<file path="src/rtl/wbs_uart_tx.sv">
// Wishbone B4 pipelined slave feeding a byte FIFO into an 8N1 UART transmitter.
// Ack one cycle after each request, never stalls; writes to a full FIFO are dropped and flag overflow.

module wbs_uart_tx_fifo #(
  parameter int W    = 8,
  parameter int LOG2 = 4
) (
  input  logic          clk_i,
  input  logic          rst_i,
  input  logic          push_vld_i,
  input  logic [W-1:0]  push_dat_i,
  input  logic          pop_vld_i,
  output logic [W-1:0]  pop_dat_o,
  output logic [LOG2:0] level_o,
  output logic          empty_o,
  output logic          full_o
);
  logic [W-1:0]    mem_q [2**LOG2];
  logic [LOG2-1:0] wr_ptr_q;
  logic [LOG2-1:0] rd_ptr_q;
  logic [LOG2:0]   level_q;
  logic            push_ok;
  logic            pop_ok;

  // Full is judged on the registered level, so a same-cycle pop never makes room for a push.
  assign full_o    = level_q[LOG2];
  assign empty_o   = (level_q == '0);
  assign push_ok   = push_vld_i && !full_o;
  assign pop_ok    = pop_vld_i && !empty_o;
  assign pop_dat_o = mem_q[rd_ptr_q];
  assign level_o   = level_q;

  always_ff @(posedge clk_i) begin
    if (push_ok) begin
      mem_q[wr_ptr_q] <= push_dat_i;
    end
  end

  always_ff @(posedge clk_i or posedge rst_i) begin
    if (rst_i) begin
      wr_ptr_q <= '0;
      rd_ptr_q <= '0;
      level_q  <= '0;
    end else begin
      if (push_ok) begin
        wr_ptr_q <= wr_ptr_q + LOG2'(1);
      end
      if (pop_ok) begin
        rd_ptr_q <= rd_ptr_q + LOG2'(1);
      end
      level_q <= level_q + (LOG2+1)'(push_ok) - (LOG2+1)'(pop_ok);
    end
  end
endmodule

module wbs_uart_tx #(
  parameter int FIFO_LOG2 = 4,
  parameter int DIV_RESET = 104
) (
  input  logic        wb_clk_i,
  input  logic        wb_rst_i,
  input  logic        wb_cyc_i,
  input  logic        wb_stb_i,
  input  logic        wb_we_i,
  input  logic [3:0]  wb_sel_i,
  input  logic [15:0] wb_adr_i,
  input  logic [31:0] wb_dat_i,
  output logic [31:0] wb_dat_o,
  output logic        wb_stall_o,
  output logic        wb_ack_o,
  output logic        uart_tx
);
  typedef enum logic [1:0] {IDLE, START, DATA, STOP} state_e;

  state_e             state_q;
  logic [15:0]        div_q;
  logic [15:0]        div_d;
  logic [15:0]        cnt_q;
  logic [15:0]        period_m1;
  logic [7:0]         sh_q;
  logic [2:0]         bit_q;
  logic               tx_q;
  logic               ovf_q;
  logic               ovf_d;
  logic               ack_q;
  logic [31:0]        dat_q;
  logic [31:0]        rd_dat;
  logic               req;
  logic               wr_data;
  logic               wr_stat;
  logic               wr_baud;
  logic               busy;
  logic               bit_end;
  logic               fifo_pop_vld;
  logic [7:0]         fifo_pop_dat;
  logic [FIFO_LOG2:0] fifo_level;
  logic               fifo_empty;
  logic               fifo_full;
  logic               unused_bits;

  assign req     = wb_cyc_i && wb_stb_i;
  assign wr_data = req && wb_we_i && (wb_adr_i[3:2] == 2'd0) && wb_sel_i[0];
  assign wr_stat = req && wb_we_i && (wb_adr_i[3:2] == 2'd1);
  assign wr_baud = req && wb_we_i && (wb_adr_i[3:2] == 2'd2);
  assign busy    = (state_q != IDLE);

  // A zero divisor runs at one cycle per bit rather than stalling the counter.
  assign period_m1    = (div_q == 16'd0) ? 16'd0 : div_q - 16'd1;
  assign bit_end      = (cnt_q == 16'd0);
  assign fifo_pop_vld = !fifo_empty && ((state_q == IDLE) || ((state_q == STOP) && bit_end));

  assign unused_bits = ^{wb_adr_i[15:4], wb_adr_i[1:0], wb_dat_i[31:16], wb_sel_i[3:2]};

  wbs_uart_tx_fifo #(
    .W    (8),
    .LOG2 (FIFO_LOG2)
  ) u_fifo (
    .clk_i      (wb_clk_i),
    .rst_i      (wb_rst_i),
    .push_vld_i (wr_data),
    .push_dat_i (wb_dat_i[7:0]),
    .pop_vld_i  (fifo_pop_vld),
    .pop_dat_o  (fifo_pop_dat),
    .level_o    (fifo_level),
    .empty_o    (fifo_empty),
    .full_o     (fifo_full)
  );

  always_comb begin
    div_d = div_q;
    if (wr_baud && wb_sel_i[0]) div_d[7:0]  = wb_dat_i[7:0];
    if (wr_baud && wb_sel_i[1]) div_d[15:8] = wb_dat_i[15:8];

    // Set is applied last so it wins over a coincident clear.
    ovf_d = ovf_q;
    if (wr_stat && wb_sel_i[0] && wb_dat_i[3]) ovf_d = 1'b0;
    if (wr_data && fifo_full) ovf_d = 1'b1;

    rd_dat = '0;
    case (wb_adr_i[3:2])
      2'd1: begin
        rd_dat[0]                 = busy;
        rd_dat[1]                 = fifo_empty;
        rd_dat[2]                 = fifo_full;
        rd_dat[3]                 = ovf_q;
        rd_dat[8 +: FIFO_LOG2+1]  = fifo_level;
      end
      2'd2:    rd_dat[15:0] = div_q;
      default: rd_dat = '0;
    endcase
  end

  always_ff @(posedge wb_clk_i or posedge wb_rst_i) begin
    if (wb_rst_i) begin
      ack_q <= 1'b0;
      dat_q <= '0;
      div_q <= 16'(DIV_RESET);
      ovf_q <= 1'b0;
    end else begin
      ack_q <= req;
      dat_q <= (req && !wb_we_i) ? rd_dat : '0;
      div_q <= div_d;
      ovf_q <= ovf_d;
    end
  end

  // Bit counter reloads from the live divisor at every bit boundary.
  always_ff @(posedge wb_clk_i or posedge wb_rst_i) begin
    if (wb_rst_i) begin
      state_q <= IDLE;
      tx_q    <= 1'b1;
      cnt_q   <= '0;
      bit_q   <= '0;
      sh_q    <= '0;
    end else begin
      case (state_q)
        IDLE: begin
          tx_q <= 1'b1;
          if (!fifo_empty) begin
            sh_q    <= fifo_pop_dat;
            tx_q    <= 1'b0;
            cnt_q   <= period_m1;
            state_q <= START;
          end
        end
        START: begin
          if (bit_end) begin
            tx_q    <= sh_q[0];
            bit_q   <= '0;
            cnt_q   <= period_m1;
            state_q <= DATA;
          end else begin
            cnt_q <= cnt_q - 16'd1;
          end
        end
        DATA: begin
          if (bit_end) begin
            cnt_q <= period_m1;
            if (bit_q == 3'd7) begin
              tx_q    <= 1'b1;
              state_q <= STOP;
            end else begin
              tx_q  <= sh_q[1];
              sh_q  <= {1'b0, sh_q[7:1]};
              bit_q <= bit_q + 3'd1;
            end
          end else begin
            cnt_q <= cnt_q - 16'd1;
          end
        end
        STOP: begin
          if (bit_end) begin
            if (!fifo_empty) begin
              sh_q    <= fifo_pop_dat;
              tx_q    <= 1'b0;
              cnt_q   <= period_m1;
              state_q <= START;
            end else begin
              state_q <= IDLE;
            end
          end else begin
            cnt_q <= cnt_q - 16'd1;
          end
        end
        default: state_q <= IDLE;
      endcase
    end
  end

  assign wb_ack_o   = ack_q;
  assign wb_dat_o   = dat_q;
  assign wb_stall_o = 1'b0;
  assign uart_tx    = tx_q;
endmodule
</file>
<file path="config.mk">
export PLATFORM = sky130hd
export DESIGN_NAME = wbs_uart_tx
export DESIGN_NICKNAME = d
export VERILOG_FILES = /design/src/rtl/wbs_uart_tx.sv
export SDC_FILE = /design/constraint.sdc
export NUM_CORES = 1
export LEC_CHECK = 0
export ABC_AREA = 0
export CORE_MARGIN = 1.5
export CORE_UTILIZATION = 57
export DETAILED_ROUTE_END_ITERATION = 10
export PLACE_DENSITY_LB_ADDON = 0.2
export SLEW_MARGIN = 20
export SYNTH_ARGS = -nofsm -noshare
export SYNTH_HDL_FRONTEND = slang
export SYNTH_SLANG_ARGS = --single-unit
</file>
<file path="constraint.sdc">
create_clock -name wb_clk_i -period 4.4 [get_ports wb_clk_i]
set_input_delay 0.88 -clock wb_clk_i [delete_from_list [all_inputs] [get_ports wb_clk_i]]
set_output_delay 0.88 -clock wb_clk_i [all_outputs]
set_load 0.005 [all_outputs]
</file>
======== Word-level counts from Yosys, hierarchy flattened ========
Memory sizes are Yosys's and may differ from the RTL's.
Index checks and enable logic that the tools add are counted.
operators by class
  add/subtract/negate cells ............... 7
  multipliers ............................. 0
  div/mod/pow operators ................... 0
  order comparisons ....................... 0
  equality and inequality tests ........... 13
  shifts and indexed selects .............. 0
  multiplexer cells ....................... 37
  bitwise logic cells ..................... 0
  reductions and logical operators ........ 34
operators with widths
  cell                                                  count
  2-to-1 mux 16 bit                                     5
  case mux 16 bit (3 select lines)                      1
  logical NOT 16 bit                                    2
  2-to-1 mux 8 bit                                      4
  subtractor 16 x 1 -> 16 bit (second input constant)   2
  case mux 8 bit (3 select lines)                       1
  logical AND 1 bit                                     16
  != test 2 bit (second input constant)                 7
  2-to-1 mux 3 bit                                      4
  AND reduction 4 bit                                   3
  2-to-1 mux 1 bit                                      11
  2-to-1 mux 2 bit                                      5
  case mux 5 bit (2 select lines)                       1
  adder 4 x 1 -> 4 bit (second input constant)          2
  case mux 2 bit (4 select lines)                       1
  case mux 4 bit (2 select lines)                       1
  equality test 2 bit (second input constant)           3
  case mux 3 bit (2 select lines)                       1
  nonzero test 2 bit                                    3
  adder 5 x 1 -> 5 bit                                  1
  logical NOT 5 bit                                     1
  AND reduction 5 bit                                   1
  subtractor 5 x 1 -> 5 bit                             1
  equality test 2 x 1 -> 1 bit (second input constant)  2
  9 further kinds                                       12
word-level totals
  bits in registers ....................... 77
  bits in latches ......................... 0
  RAM bits ................................ 128
  bits in read-only memories .............. 0
  output and inout bits ................... 35
  word-level logic and storage cells ...... 105
  memories ................................ 1
memory list
  name          depth  bits a word  rd ports  clocked after memory_dff  write ports  RTL line  source
  u_fifo.mem_q  16     8            1         0                         1            18        logic [W-1:0] mem_q [2**LOG2];

======== Logic depth before layout (Yosys ltp) ========
  depth in word-level cells ............... 7
  mapped depth ............................ 14
  depth with buffers taken out ............ 14

======== By module ========
Synthesis repeated with hierarchy kept, for this count alone.
unflattened totals
  cells, all modules ...................... 699
  area, all modules ....................... 9643.0 sq um
modules (own cells, without submodules)
  module            times used  cells each  area an instance (sq um)  seq. area each (sq um)
  wbs_uart_tx_fifo  1           282         5713.0                    4169.0
  wbs_uart_tx       1           417         3930.0                    1606.5

======== Worst setup path after synthesis ========
OpenSTA, ideal clock, no wires.
  path kind ............................... register to register
  start ................................... reg cnt_q[0]
  end ..................................... reg u_fifo.level_q[4] (netlist: u_fifo.level_o[4])
  setup time .............................. 0.123 ns
  arrival time ............................ 3.140 ns
  path slack .............................. 1.137 ns
  cell stages (with the launch flop) ...... 15
  clock period less this slack ............ 3.263 ns
  cell sequence ........................... dfrtp_1 -> inv_1 -> ha_1 -> or4b_2 -> nor4_2 -> a21oi_1 -> nor2_1 -> ha_1 -> inv_1 -> ha_1 -> fa_1 -> a21oi_1 -> nor2_1 -> nor2_1 -> xnor2_1
between the ends
  word-level cells in the longest chain between the ends .. 6
ends and longest elaborated chain
  element                    RTL line  source
  start, declared            78        logic [15:0] cnt_q;
  start signal, assigned     182       cnt_q <= period_m1;
  start signal, assigned     190       cnt_q <= period_m1;
  start signal, assigned     193       cnt_q <= cnt_q - 16'd1;
  logical NOT 16 bit         109       assign bit_end = (cnt_q == 16'd0);
  logical AND 1 bit          110       assign fifo_pop_vld = !fifo_empty && ((state_q == IDLE) || ((state_q == STOP) && bit_end));
  logical OR 1 bit           110
  logical AND 1 bit          110
  logical AND 1 bit          29        assign pop_ok = pop_vld_i && !empty_o;
  named net u_fifo.pop_ok    23        logic pop_ok;
  subtractor 5 x 1 -> 5 bit  51        level_q <= level_q + (LOG2+1)'(push_ok) - (LOG2+1)'(pop_ok);
  end signal, assigned       51
  end, declared              21        logic [LOG2:0] level_q;
The timed path passes the listed nets, and every way through them passes these cells.
A chain may end at the register's enable or synchronous reset.

======== Worst setup path after layout ========
Same ends and word-level chain as after synthesis.

==> metrics.md <==
| Metric | Value |
|---|---|
| Final core occ | 0.654 |
| Synth Warn # | 0 |
| Setup CP Type | register to register |
| CP Launch Point | cnt_q[0]$_DFF_PP0_ |
| Placer Congestion | 0.847 |
| # rows | 47 |
| Placement Cell Area | 10,100 sq um |
| Met2 Use GR | 0.405 |
| RSZ-0062 raised after global routing | false |
| Final HPWL DP | 13,900 microns |
| Synth area leader | edfxtp_1 |
| Met3 Track Usage GR | 0.0384 |
| Pre-CTS setup slack | 0.920 ns |
| Maxcap violations | 0 |
| Post-Synth XOR/XNOR Area | 0.0220 |
| Final hold slack | 0.503 ns |
| Power Density | 519 nW/um^2 |
| Clk buf depth | 3 |
| Final clock skew | 0.0189 ns |
| Final std cells w/o fill | 974 |
| Wirelength, routed | 20,700 microns |
| Routed len/inst | 21.2 microns |
| Yosys top cell area share | 0.403 |
| Final net count | 822 |
| Post-synthesis sequential area ratio | 0.606 |
| Startpoint Class | register |
| Crit path arrival time | 3.92 ns |
| Largest cells by area after synthesis | edfxtp_1 40%, dfrtp_1 19%, mux4_2 5.0%, ha_1 3.3%, mux2i_1 3.3% |
| Critical path fanouts, max | 4 |
| Max Freq | 285 MHz |
| Peak supply drop | 0.425 mV |
| Cells after synthesis | 700 |
| Antenna diodes | 0 |
| Syn avg cell area | 13.6 sq um |
| Tightest Pin Transition | 0.959 ns |
| DRT antenna net count | 0 |
| Outcome | finished clean |
| Hold_buf cts | 0 |
| Clock Sinks | 205 |
| Clock H-tree levels | 1 |
| Mux contribution to synthesized area | 0.118 |
| CP Capture Type | register |
| CORE AREA | 16,500 sq um |
| Yosys reg bits | 205 |
| Fillers | 1,168 |
| CTS tree | done |
| Met1 Use GR | 0.337 |
| Global Route Usage Sum | 0.243 |
| Compound-Gate Fraction of Synth Area | 0.0934 |
| CTS-repair resized insts | 0 |
| Placed Cells | 936 |
| Setup WS post-layout | 0.890 ns |
| Post-route DRC | 0 |
| Final hold vios | 0 |
| Final setup fails | 0 |
| TritonCTS Buffers | 21 |
| Chip width | 132 microns |
| Post-synth top flop | edfxtp_1 |
| Simple-gate share of the synthesized area | 0.0873 |
| Root Driver | clkbuf_16 |
| EDFF count, synth | 128 |
| Skew-Pair Late Insertion Delay | 0.50 ns |
| Combinational family with the most area after synthesis | multiplexers |
| Largest net degree at the start of global routing | 35 |
| Design area | 10,800 sq um |
| Global-route wire length before repair | 33,100 microns |
| P_leak | 4.20 nW |
| Overall power | 5.59 mW |
| Synth-to-layout area growth | 12.9% |
| Ports | 92 |
| Iter 0 DRT Violations | 484 |
| Most Used Layer, Global Route | met2 |
| Hold_sp | sh_q[7]$_DFFE_PP0P_ |
| Worst r2r src | cnt_q[0]$_DFF_PP0_ |
| Die Y | 132 microns |
| Mapped cell area | 9530 sq um |
| Min cycle time layout | 3.51 ns |
| Commonest cells after routing, fill and taps aside | 128 x edfxtp_1, 72 x dfrtp_1, 45 x nor2_1 |
| Die Area | 17,500 sq um |
| Fin crit share | 0.798 |
| Grt ovf | 0 |
| Clock-pin slew of the registers on the worst-case setup and hold paths | 0.06 ns |
| Post-synthesis cell type count | 60 |
| Vias | 5,970 |
| Tightest Hold Check Type | register to register |
| Ys async rst share | 0.376 |
| Slew headroom | 0.359 |
| Antenna violations before repair | 0 |
| Commonest non-fill, non-tap cell in the layout | edfxtp_1 |
| DRT Pass-1 Iters | 5 |
| # Post-CTS Setup Buffers | 0 |
| Slew Limit Fails | 0 |
| Fraction of layout cells with a size suffix above 1 | 0.145 |
| Buffers on Ports | 42 |
| Starting density of the core | 0.579 |
| Setup TNS | 0 ns |
| Vias in the first global route | 6,011 |
| Vias per cell | 6.13 |
| Critical Path RT | 4.81 ns |
| Post-Synth Adder-Cell Area | 0.0349 |
-- cell type report --
class                      instances  area (sq um)  area share
inverter                          24          91.3     0.00848
clock buffer                      26           554      0.0515
sequential                       205          5780       0.537
tap                              220           275      0.0256
timing repair buffer              55           518      0.0481
multi-input combinational        432          3460       0.322
clock inverter                    12          87.6     0.00813
-- cell usage after synthesis (all sizes together) (6+ instances only) --
cell type	instances
a22oi	30
nand2b	6
xor2	12
nor4	10
a21oi	25
o211ai	12
nand3	14
xnor2	12
inv	24
mux2i	31
or3	7
mux4	21
nor3	13
or4	8
ha	25
o22ai	16
mux2	28
o31ai	6
edfxtp	128
o21ai	9
buf	30
nor2	46
and3	7
clkbuf	25
a22o	6
nand2	29
dfrtp	73
-- cells by family after synthesis --
logic type | count (synthesis)
xor gates and xnor gates | 24
muxes | 80
DFF | 205
AOI/OAI and AO/OA | 126
adders and majority gates | 26
and+or+nand+nor | 159
other | 1
buffers and inverters | 79
-- critical path: stages (launching register included) --
cell and delay (ns):
dfrtp_1 0.40, inv_1 0.12, ha_1 0.15, or4b_2 0.64, nor4_2 0.32, a21oi_1 0.24
nor2_1 0.30, ha_1 0.17, inv_1 0.04, ha_1 0.21, fa_1 0.40, a21oi_1 0.15
nor2_1 0.06, nor2_1 0.11, xnor2_1 0.12
-- sequential cells by signal, indices dropped and copies added (netlist names) --
register         flops
ovf_q                1
div_q               16
uart_tx              1
wb_ack_o             1
cnt_q               16
wb_dat_o            16
sh_q                 8
u_fifo.level_o       5
u_fifo.rd_ptr_q      4
bit_q                3
u_fifo.mem_q       128
state_q              2
u_fifo.wr_ptr_q      4
-- path summary, 6_finish.rpt --
check	end	slack (ns)	depth (start not counted)
max in group asynchronous	u_fifo.rd_ptr_q[0]$_DFFE_PP0P_	3.01	3
min	sh_q[7]$_DFFE_PP0P_	0.50	1
min reg2reg	sh_q[7]$_DFFE_PP0P_	0.50	1
max reg2reg	u_fifo.level_o[4]$_DFF_PP0_	0.89	14
max	u_fifo.level_o[4]$_DFF_PP0_	0.89	14
min in group asynchronous	sh_q[0]$_DFFE_PP0P_	0.63	2
-- metal layers --
metal  share of wire  vias up
met4           0.021        0
met5               0        -
met3           0.056       37
met2            0.50      185
met1            0.42     3016
li1                -     2732
-- where the power goes --
group / leakage (nW) / total (mW) / switching (mW) / internal [mW]
combinational: 1.81 / 1.39 / 0.687 / 0.703
clock: 0.311 / 1.66 / 0.708 / 0.955
sequential: 2.09 / 2.54 / 0.281 / 2.26
total: 4.20 / 5.59 / 1.68 / 3.92
No activity file was read; power rests on OpenSTA's default activity.
